[src/rtl/branch_pkg.sv]
// Shared constants for the branch scheduler: opcodes, FSM states, flag bit positions.
package branch_pkg;

    localparam int FLAG_N = 3;
    localparam int FLAG_Z = 2;
    localparam int FLAG_V = 1;
    localparam int FLAG_C = 0;

    localparam logic [4:0] OP_GEQ = 5'b01110;
    localparam logic [4:0] OP_EQ  = 5'b01111;
    localparam logic [4:0] OP_JMP = 5'b10000;

    typedef enum logic [1:0] {
        ST_IDLE  = 2'd0,
        ST_WAIT  = 2'd1,
        ST_FLUSH = 2'd2
    } state_t;

endpackage

[src/rtl/branch_sched_condunit.sv]
// Branch condition evaluation: classifies an opcode and tests it against {N,Z,V,C}.
module condunit
    import branch_pkg::*;
#(
    parameter int OPCODEWIDTH = 5
) (
    input  logic [OPCODEWIDTH-1:0] opcode,
    input  logic [3:0]             flags,
    output logic                   is_branch,
    output logic                   is_cond,
    output logic                   taken
);

    always_comb begin
        is_branch = 1'b0;
        is_cond   = 1'b0;
        taken     = 1'b0;
        if (opcode == OPCODEWIDTH'(OP_EQ)) begin
            is_branch = 1'b1;
            is_cond   = 1'b1;
            taken     = flags[FLAG_Z];
        end else if (opcode == OPCODEWIDTH'(OP_GEQ)) begin
            is_branch = 1'b1;
            is_cond   = 1'b1;
            taken     = (flags[FLAG_N] == flags[FLAG_V]);
        end else if (opcode == OPCODEWIDTH'(OP_JMP)) begin
            is_branch = 1'b1;
            taken     = 1'b1;
        end
    end

endmodule

[src/rtl/branch_sched.sv]
// Branch scheduler: resolves Execute-stage branches against a flag register, stalling
// while flag-setting ops are outstanding. Optional counters under BRANCH_SCHED_STATS_EN.
//
// state    | meaning
// ST_IDLE  | accept Execute branches; resolve now or park in WAIT
// ST_WAIT  | stall pipeline until pending flag ops drain, then resolve latched branch
// ST_FLUSH | squash Decode/Execute for FLUSH_CYCLES cycles, ignore new branches
module branch_sched
    import branch_pkg::*;
#(
    parameter int OPCODEWIDTH  = 5,
    parameter int ADDR_WIDTH   = 32,
    parameter int FLUSH_CYCLES = 2,
    parameter int MAX_PENDING  = 3
) (
    input  logic                   clk,
    input  logic                   rst,
    input  logic                   validE,
    input  logic [OPCODEWIDTH-1:0] opcodeE,
    input  logic [ADDR_WIDTH-1:0]  targetE,
    input  logic                   flagIssueE,
    input  logic                   flagsValid,
    input  logic [3:0]             flagsIn,
    output logic                   takeBranchE,
    output logic                   stallF,
    output logic                   stallD,
    output logic                   stallE,
    output logic                   flushD,
    output logic                   flushE,
    output logic                   pcRedirect,
    output logic [ADDR_WIDTH-1:0]  pcTarget,
    output logic                   errPending
`ifdef BRANCH_SCHED_STATS_EN
    ,
    output logic [31:0]            takenCount,
    output logic [31:0]            notTakenCount,
    output logic [31:0]            stallCount
`endif
);

    localparam int PW = $clog2(MAX_PENDING + 1);

    state_t                 state;
    logic [PW-1:0]          pending;
    logic [3:0]             flags;
    logic [OPCODEWIDTH-1:0] op_lat;
    logic [ADDR_WIDTH-1:0]  tgt_lat;
    logic [2:0]             flush_cnt;

    logic [OPCODEWIDTH-1:0] eval_op;
    logic                   br;
    logic                   cond;
    logic                   cond_taken;
    logic                   resolve;
    logic                   go_wait;
    logic                   take;
    logic                   stall;
    logic [ADDR_WIDTH-1:0]  res_target;

    // One evaluator serves both fresh Execute branches and the parked one in WAIT.
    assign eval_op = (state == ST_WAIT) ? op_lat : opcodeE;

    condunit #(
        .OPCODEWIDTH(OPCODEWIDTH)
    ) u_cond (
        .opcode   (eval_op),
        .flags    (flags),
        .is_branch(br),
        .is_cond  (cond),
        .taken    (cond_taken)
    );

    always_comb begin
        resolve    = 1'b0;
        go_wait    = 1'b0;
        res_target = targetE;
        case (state)
            ST_IDLE: begin
                if (validE && br) begin
                    if (!cond || pending == '0) resolve = 1'b1;
                    else                        go_wait = 1'b1;
                end
            end
            ST_WAIT: begin
                res_target = tgt_lat;
                if (pending == '0) resolve = 1'b1;
            end
            default: ;
        endcase
        take  = !rst && resolve && cond_taken;
        stall = !rst && (go_wait || (state == ST_WAIT && pending != '0));
    end

    assign takeBranchE = take;
    assign stallF      = stall;
    assign stallD      = stall;
    assign stallE      = stall;

    always_ff @(posedge clk) begin
        if (rst) begin
            state      <= ST_IDLE;
            pending    <= '0;
            flags      <= 4'b0000;
            op_lat     <= '0;
            tgt_lat    <= '0;
            flush_cnt  <= '0;
            flushD     <= 1'b0;
            flushE     <= 1'b0;
            pcRedirect <= 1'b0;
            pcTarget   <= '0;
            errPending <= 1'b0;
        end else begin
            if (flagsValid) flags <= flagsIn;

            if (flagIssueE && !flagsValid) begin
                if (pending == PW'(MAX_PENDING)) errPending <= 1'b1;
                else                            pending    <= pending + PW'(1);
            end else if (flagsValid && !flagIssueE && pending != '0) begin
                pending <= pending - PW'(1);
            end

            pcRedirect <= take;
            if (take) pcTarget <= res_target;

            case (state)
                ST_IDLE: begin
                    if (go_wait) begin
                        op_lat  <= opcodeE;
                        tgt_lat <= targetE;
                        state   <= ST_WAIT;
                    end
                end
                ST_WAIT: begin
                    if (resolve && !take) state <= ST_IDLE;
                end
                ST_FLUSH: begin
                    if (flush_cnt == '0) begin
                        state  <= ST_IDLE;
                        flushD <= 1'b0;
                        flushE <= 1'b0;
                    end else begin
                        flush_cnt <= flush_cnt - 3'd1;
                    end
                end
                default: state <= ST_IDLE;
            endcase

            if (take) begin
                state     <= ST_FLUSH;
                flush_cnt <= 3'(FLUSH_CYCLES - 1);
                flushD    <= 1'b1;
                flushE    <= 1'b1;
            end
        end
    end

`ifdef BRANCH_SCHED_STATS_EN
    always_ff @(posedge clk) begin
        if (rst) begin
            takenCount    <= '0;
            notTakenCount <= '0;
            stallCount    <= '0;
        end else begin
            if (take)                    takenCount    <= takenCount + 32'd1;
            if (resolve && !cond_taken)  notTakenCount <= notTakenCount + 32'd1;
            if (stall)                   stallCount    <= stallCount + 32'd1;
        end
    end
`endif

endmodule

[config.mk]
export PLATFORM = sky130hd
export DESIGN_NAME = branch_sched
export DESIGN_NICKNAME = d
export VERILOG_FILES = /design/src/rtl/branch_pkg.sv /design/src/rtl/branch_sched_condunit.sv /design/src/rtl/branch_sched.sv
export SDC_FILE = /design/constraint.sdc
export NUM_CORES = 1
export LEC_CHECK = 0
export ABC_AREA = 1
export CORE_ASPECT_RATIO = 0.8
export CORE_UTILIZATION = 51
export CTS_BUF_LIST = sky130_fd_sc_hd__clkbuf_8
export DETAILED_ROUTE_END_ITERATION = 10
export PLACE_DENSITY = 0.79
export REMOVE_ABC_BUFFERS = 1
export SLEW_MARGIN = 20
export SYNTH_ARGS = -nofsm -noshare
export SYNTH_HDL_FRONTEND = slang
export SYNTH_HIERARCHICAL = 1
export SYNTH_SLANG_ARGS = --single-unit
[constraint.sdc]
create_clock -name clk -period 2.7 [get_ports clk]
set_clock_uncertainty 0.1 [all_clocks]
set_input_delay 0.405 -clock clk [delete_from_list [all_inputs] [get_ports clk]]
set_output_delay 0.405 -clock clk [all_outputs]
set_load 0.03 [all_outputs]
# After elaboration in Yosys (flattened, before gate mapping)
# Index checks and enable logic that the tools add are counted.
# Widths: inputs -> output; s select.
[totals]
mem_count = 0
ramBits = 0
input_bits = 46
register_bits = 83
latchBits = 0
out_inout_bits = 40
mem_bits_ro = 0
elab_cells = 93
[op_classes]
mul = 0
add_sub_neg = 3
n_bitwise = 1
mux = 30
n_div = 0
order_cmp = 0
shift = 0
n_reduce_logical = 32
eq_ne = 15
[op_table]
columns = ["op", "n"]
rows = [
  ["$mux 32", 1],
  ["$mux 1", 19],
  ["$mux 2", 7],
  ["$reduce_and 2->1", 6],
  ["$eq 5x4->1 const B", 2],
  ["$logic_and 1x1->1", 9],
  ["$ne 2x2->1 const B", 4],
  ["$reduce_bool 2->1", 4],
  ["$ne 3x3->1 const B", 2],
  ["$pmux 2 s3", 1],
  ["$reduce_and 3->1", 2],
  ["$eq 5x5->1 const B", 1],
  ["$logic_not 1->1", 5],
  ["$mux 5", 1],
  ["$eq 2x2->1 const B", 2],
  ["$logic_not 2->1", 2],
  ["$logic_not 3->1", 1],
  ["$ne 3x2->1 const B", 1],
  ["$sub 3x1->3 const B", 1],
  ["$add 2x1->2 const B", 1],
  ["$eq 2x1->1 const B", 1],
  ["$logic_or 1x1->1", 2],
  ["$ne 2x1->1 const B", 1],
  ["$pmux 1 s2", 1],
  ["4 further kinds", 4],
]

# Logic depth before layout (Yosys ltp)
[depth]
ltp_word = 17
depth_mapped = 19
mapped_depth_nobuf = 17

# Hierarchy
# The synthesis kept the hierarchy.
[modules_own_cells]
columns = ["module", "seq_area_each_um2", "area_each_um2", "cells_each", "n_inst"]
rows = [
  ["branch_sched", 1661.6, 3550.9, 521, 1],
  ["condunit", 0.0, 81.3, 19, 1],
]

# Least setup slack after synthesis
# No wires, ideal clock.
[synth_path]
path_type = "register to output"
from = "register state[0]"
to = "output stallE"
n_path_buf = 3
arrival_ns = 2.531
stages_incl_launch_ff = 17
path_slack_ns = -0.336
cell_sequence = "dfxtp_1 inv_1 nor2_2 inv_2 clkbuf_1 nand2_1 nand2_1 inv_1 nor2_2 nand3_1 inv_1 inv_1 nor2_2 nand3_2 clkbuf_1 a21oi_1 buf_4"
[synth_between]
elab_chain_cells = 12
elab_cells_between_ends = 20
cone_classes = "eq/ne: 4; mux: 9; reduce/logical: 7"
[synth_rtl]
columns = ["item", "line", "text"]
rows = [
  ["from (decl)", "branch_sched.sv:43", "state_t state;"],
  ["from (signal assigned)", "branch_sched.sv:101", "state <= ST_IDLE;"],
  ["from (signal assigned)", "branch_sched.sv:130", "state <= ST_WAIT;"],
  ["from (signal assigned)", "branch_sched.sv:134", "if (resolve && !take) state <= ST_IDLE;"],
  ["$eq 2x1->1 (*)", "branch_sched.sv:61", "assign eval_op = (state == ST_WAIT) ? op_lat : opcodeE;"],
  ["$mux 5 (*)", "branch_sched.sv:61", ""],
  ["via eval_op[1]", "branch_sched.sv:50", "logic [OPCODEWIDTH-1:0] eval_op;"],
  ["$eq 5x4->1", "branch_sched_condunit.sv:22", "end else if (opcode == OPCODEWIDTH'(OP_GEQ)) begin"],
  ["$mux 1", "branch_sched_condunit.sv:22", ""],
  ["$mux 1 (*)", "branch_sched_condunit.sv:18", "if (opcode == OPCODEWIDTH'(OP_EQ)) begin"],
  ["via cond", "branch_sched.sv:52", "logic cond;"],
  ["$logic_not 1->1 (*)", "branch_sched.sv:80", "if (!cond || pending == '0) resolve = 1'b1;"],
  ["$logic_or 1x1->1 (*)", "branch_sched.sv:80", ""],
  ["$mux 1 (*)", "branch_sched.sv:80", ""],
  ["$mux 1 (*)", "branch_sched.sv:79", "if (validE && br) begin"],
  ["$mux 1 (*)", "branch_sched.sv:77", "case (state)"],
  ["$logic_or 1x1->1 (*)", "branch_sched.sv:91", "stall = !rst && (go_wait || (state == ST_WAIT && pending != '0));"],
  ["$logic_and 1x1->1 (*)", "branch_sched.sv:91", ""],
  ["to (decl)", "branch_sched.sv:27", "output logic stallE,"],
]
# The timed path passes the listed nets; every way through them passes the cells marked *.

# Final worst setup path
# Ends and elaborated chain as after synthesis.

==> reports/results.ini <==
[status]
status = completed

[pwr]
pwr-share-clk_pct = 39.3
ir_drop_v = 0.0002894
p_seq_share_pct = 53.2
p_leak_uw = 0.002168
p_per_area_nw_per_um2 = 476.9
power_uw = 2295
p_switching_uw = 517.8
pwr-share-comb_pct = 7.5
internal_power_uw = 1777
p_sw_share_pct = 22.56

[logic_synthesis]
synthesis.area_um2 = 3600
syn_inst = 536
avgSynthCellArea_um2 = 6.716
yosysWarnings = 6

[layout]
final_nets = 670
synthToLayoutAreaGrowth_pct = 33.68
instances_no_fill = 711
drive_gt1_share_pct = 11.96
antenna_cells = 0

[routing]
avgViaCountPerCell = 4.940
num_vias = 3512
wl_per_cell_um = 12.42
routed_wl_mm = 8.830
drc = 0
drt_iter0_drc = 150
ant_nets = 0
drtPass1Iterations = 4

[timing]
hold_viol = 0
rsz0062_at_grt = true
fin_crit_sh_pct = 96.80
period_needed_ns = 2.614
setup_viol = 0
tightest_slew_ns = 0.5373
final-max-slew-violation-count = 0
fmax_mhz = 382.6
slew_headroom_pct = 64.07

[worst_setup_path]
crit_path_frequent_cell = inv_2
worstPathCellList = inv_2 > nor2_4 > buf_6 > nand2_1 > nand2_1 > inv_2 > nor2_4 > nand3_2 > inv_2 > inv_1 > nor2_2 > nand3_2 > a21oi_4 > buf_6
path_max_fanout = 6
critical_path_class = reg -> out
crit_arrival_ns = 2.11
worstPathRequired_ns = 2.19
start_kind = register
r2r_cells = 18
cp_slowest_stage_delay_ns = 0.34
slowest_stage = dfxtp_2
end_kind = primary output

[min_path]
hold_depth = 2
hold_class = reg -> reg

[global_routing]
grt_antenna_before_repair = 0
met1_usage_pct = 29.00
grt_max_degree = 40
grt_pass1_wl_mm = 14.41
gr-usage-all-layers_pct = 24.74
grt_use_met3_pct = 8.036
overflow = 0
grt_use_met2_pct = 42.93
grt_pass1_vias = 3305
busiest_layer = met2

[clocking]
htree_levels = 3
tritoncts = built
root_buffer = clkbuf_8
cts_sinks = 82
numCtsBuffers = 9
clkTransAtPathRegs_ns = 0.08
clock_latency_ns = 0.35
cts-hold-fix-buffers = 0
clock_path_buffers = 2

[placed_design]
hpwl_mm = 5.443
dp_cells = 683
port_buffers = 84
gp_congestion = 0.7395

[floorplan]
core_area_um2 = 6604
num_rows = 26
dieHeight_um = 77.15
ioPinCount = 86
start_util_pct = 54.51
dieWidth_um = 95.93
die-area_um2 = 7401

[flow_run]
drv_cap = 0

[state kept, by name (all words and copies together) (netlist names)]
| register | count |
|---|---|
| pcTarget | 32 |
| tgt_lat | 32 |
| op_lat | 5 |
| flags | 3 |
| flush_cnt | 3 |
| pending | 2 |
| state | 2 |
| errPending | 1 |
| flushE | 1 |
| pcRedirect | 1 |
[timing repair]
item | in CTS | in global routing
pin swaps | 5 | 17
setup endpoints to repair | 4 | 24
setup buffers | 6 | 6
resized for setup | 9 | 22
[path summary, 6_finish.rpt]
path | slack, ns | to | startpoint
setup / recovery | 0.09 | stallE | state[0]$_SDFFE_PP0P_
hold / removal | 0.36 | pcTarget[18]$_SDFFE_PP0P_ | pcTarget[18]$_SDFFE_PP0P_
setup reg to reg | 0.23 | op_lat[0]$_SDFFE_PP0P_ | state[0]$_SDFFE_PP0P_
hold reg to reg | 0.36 | pcTarget[18]$_SDFFE_PP0P_ | pcTarget[18]$_SDFFE_PP0P_
[final cells by class]
type	instances	area, µm²
Tap cell	84	105.1
Multi-Input combinational cell	392	1703
Sequential cell	82	1644
Clock buffer	11	151.4
Inverter	30	120.1
Clock inverter	5	53.80
Fill cell	559	1792
Timing Repair Buffer	107	1035
[layout by cell type (no fill, tap or decap), drive strengths merged, types with 2 or more instances in the layout]
cell type / n
clkinvlp: 2
clkinv: 2
nand3: 31
nor2: 108
or2: 2
nand2: 193
buf: 27
o21ai: 46
dfxtp: 82
inv: 30
ha: 2
clkbuf: 11
a21oi: 6
clkdlybuf4s50: 80
[worst max-delay path, delay by kind of cell, from the launching register on]
family	cells	cell delay, ns
simple gates	7	0.70
buf+inv	6	0.52
flops	1	0.34
compound gates	1	0.20
[through the flow]
step / setup TNS, ns / utilization [%] / cell area (µm²) / hold WS, ns / setup slack, ns
final: 0 / 72.87 / 4812 / 0.3628 / 0.08635
after global routing: -0.1360 / 72.87 / 4812 / 0.3837 / -0.04140
after CTS: 0 / 71.39 / 4715 / 0.3631 / 0.008064
after detailed placement: 0 / 67.11 / 4432 / 0.3520 / 0.1404
after global placement: 0 / 67.11 / 4432 / 0.3481 / 0.1527
after floorplan: -46.97 / - / 3396 / 0.3409 / -1.804
[power by group through the flow]
| stage | Combinational [µW] | Sequential [µW] | Clock, µW |
|---|---|---|---|
| floorplan | 66.6 | 1250 | 0 |
| global placement | 158 | 1250 | 0 |
| detailed placement | 160 | 1250 | 0 |
| CTS | 165 | 1220 | 920 |
| global route | 193 | 1220 | 970 |
| finish | 173 | 1220 | 902 |
[metal layers]
metal / routed length (µm) / share of wire (%) / vias up
met5: 0 / 0 / -
met4: 102 / 1.2 / 0
met3: 648 / 7.3 / 10
met2: 4209 / 48 / 100
met1: 3869 / 44 / 1577
li1: - / - / 1825
Power figures use the tool's default switching activity.
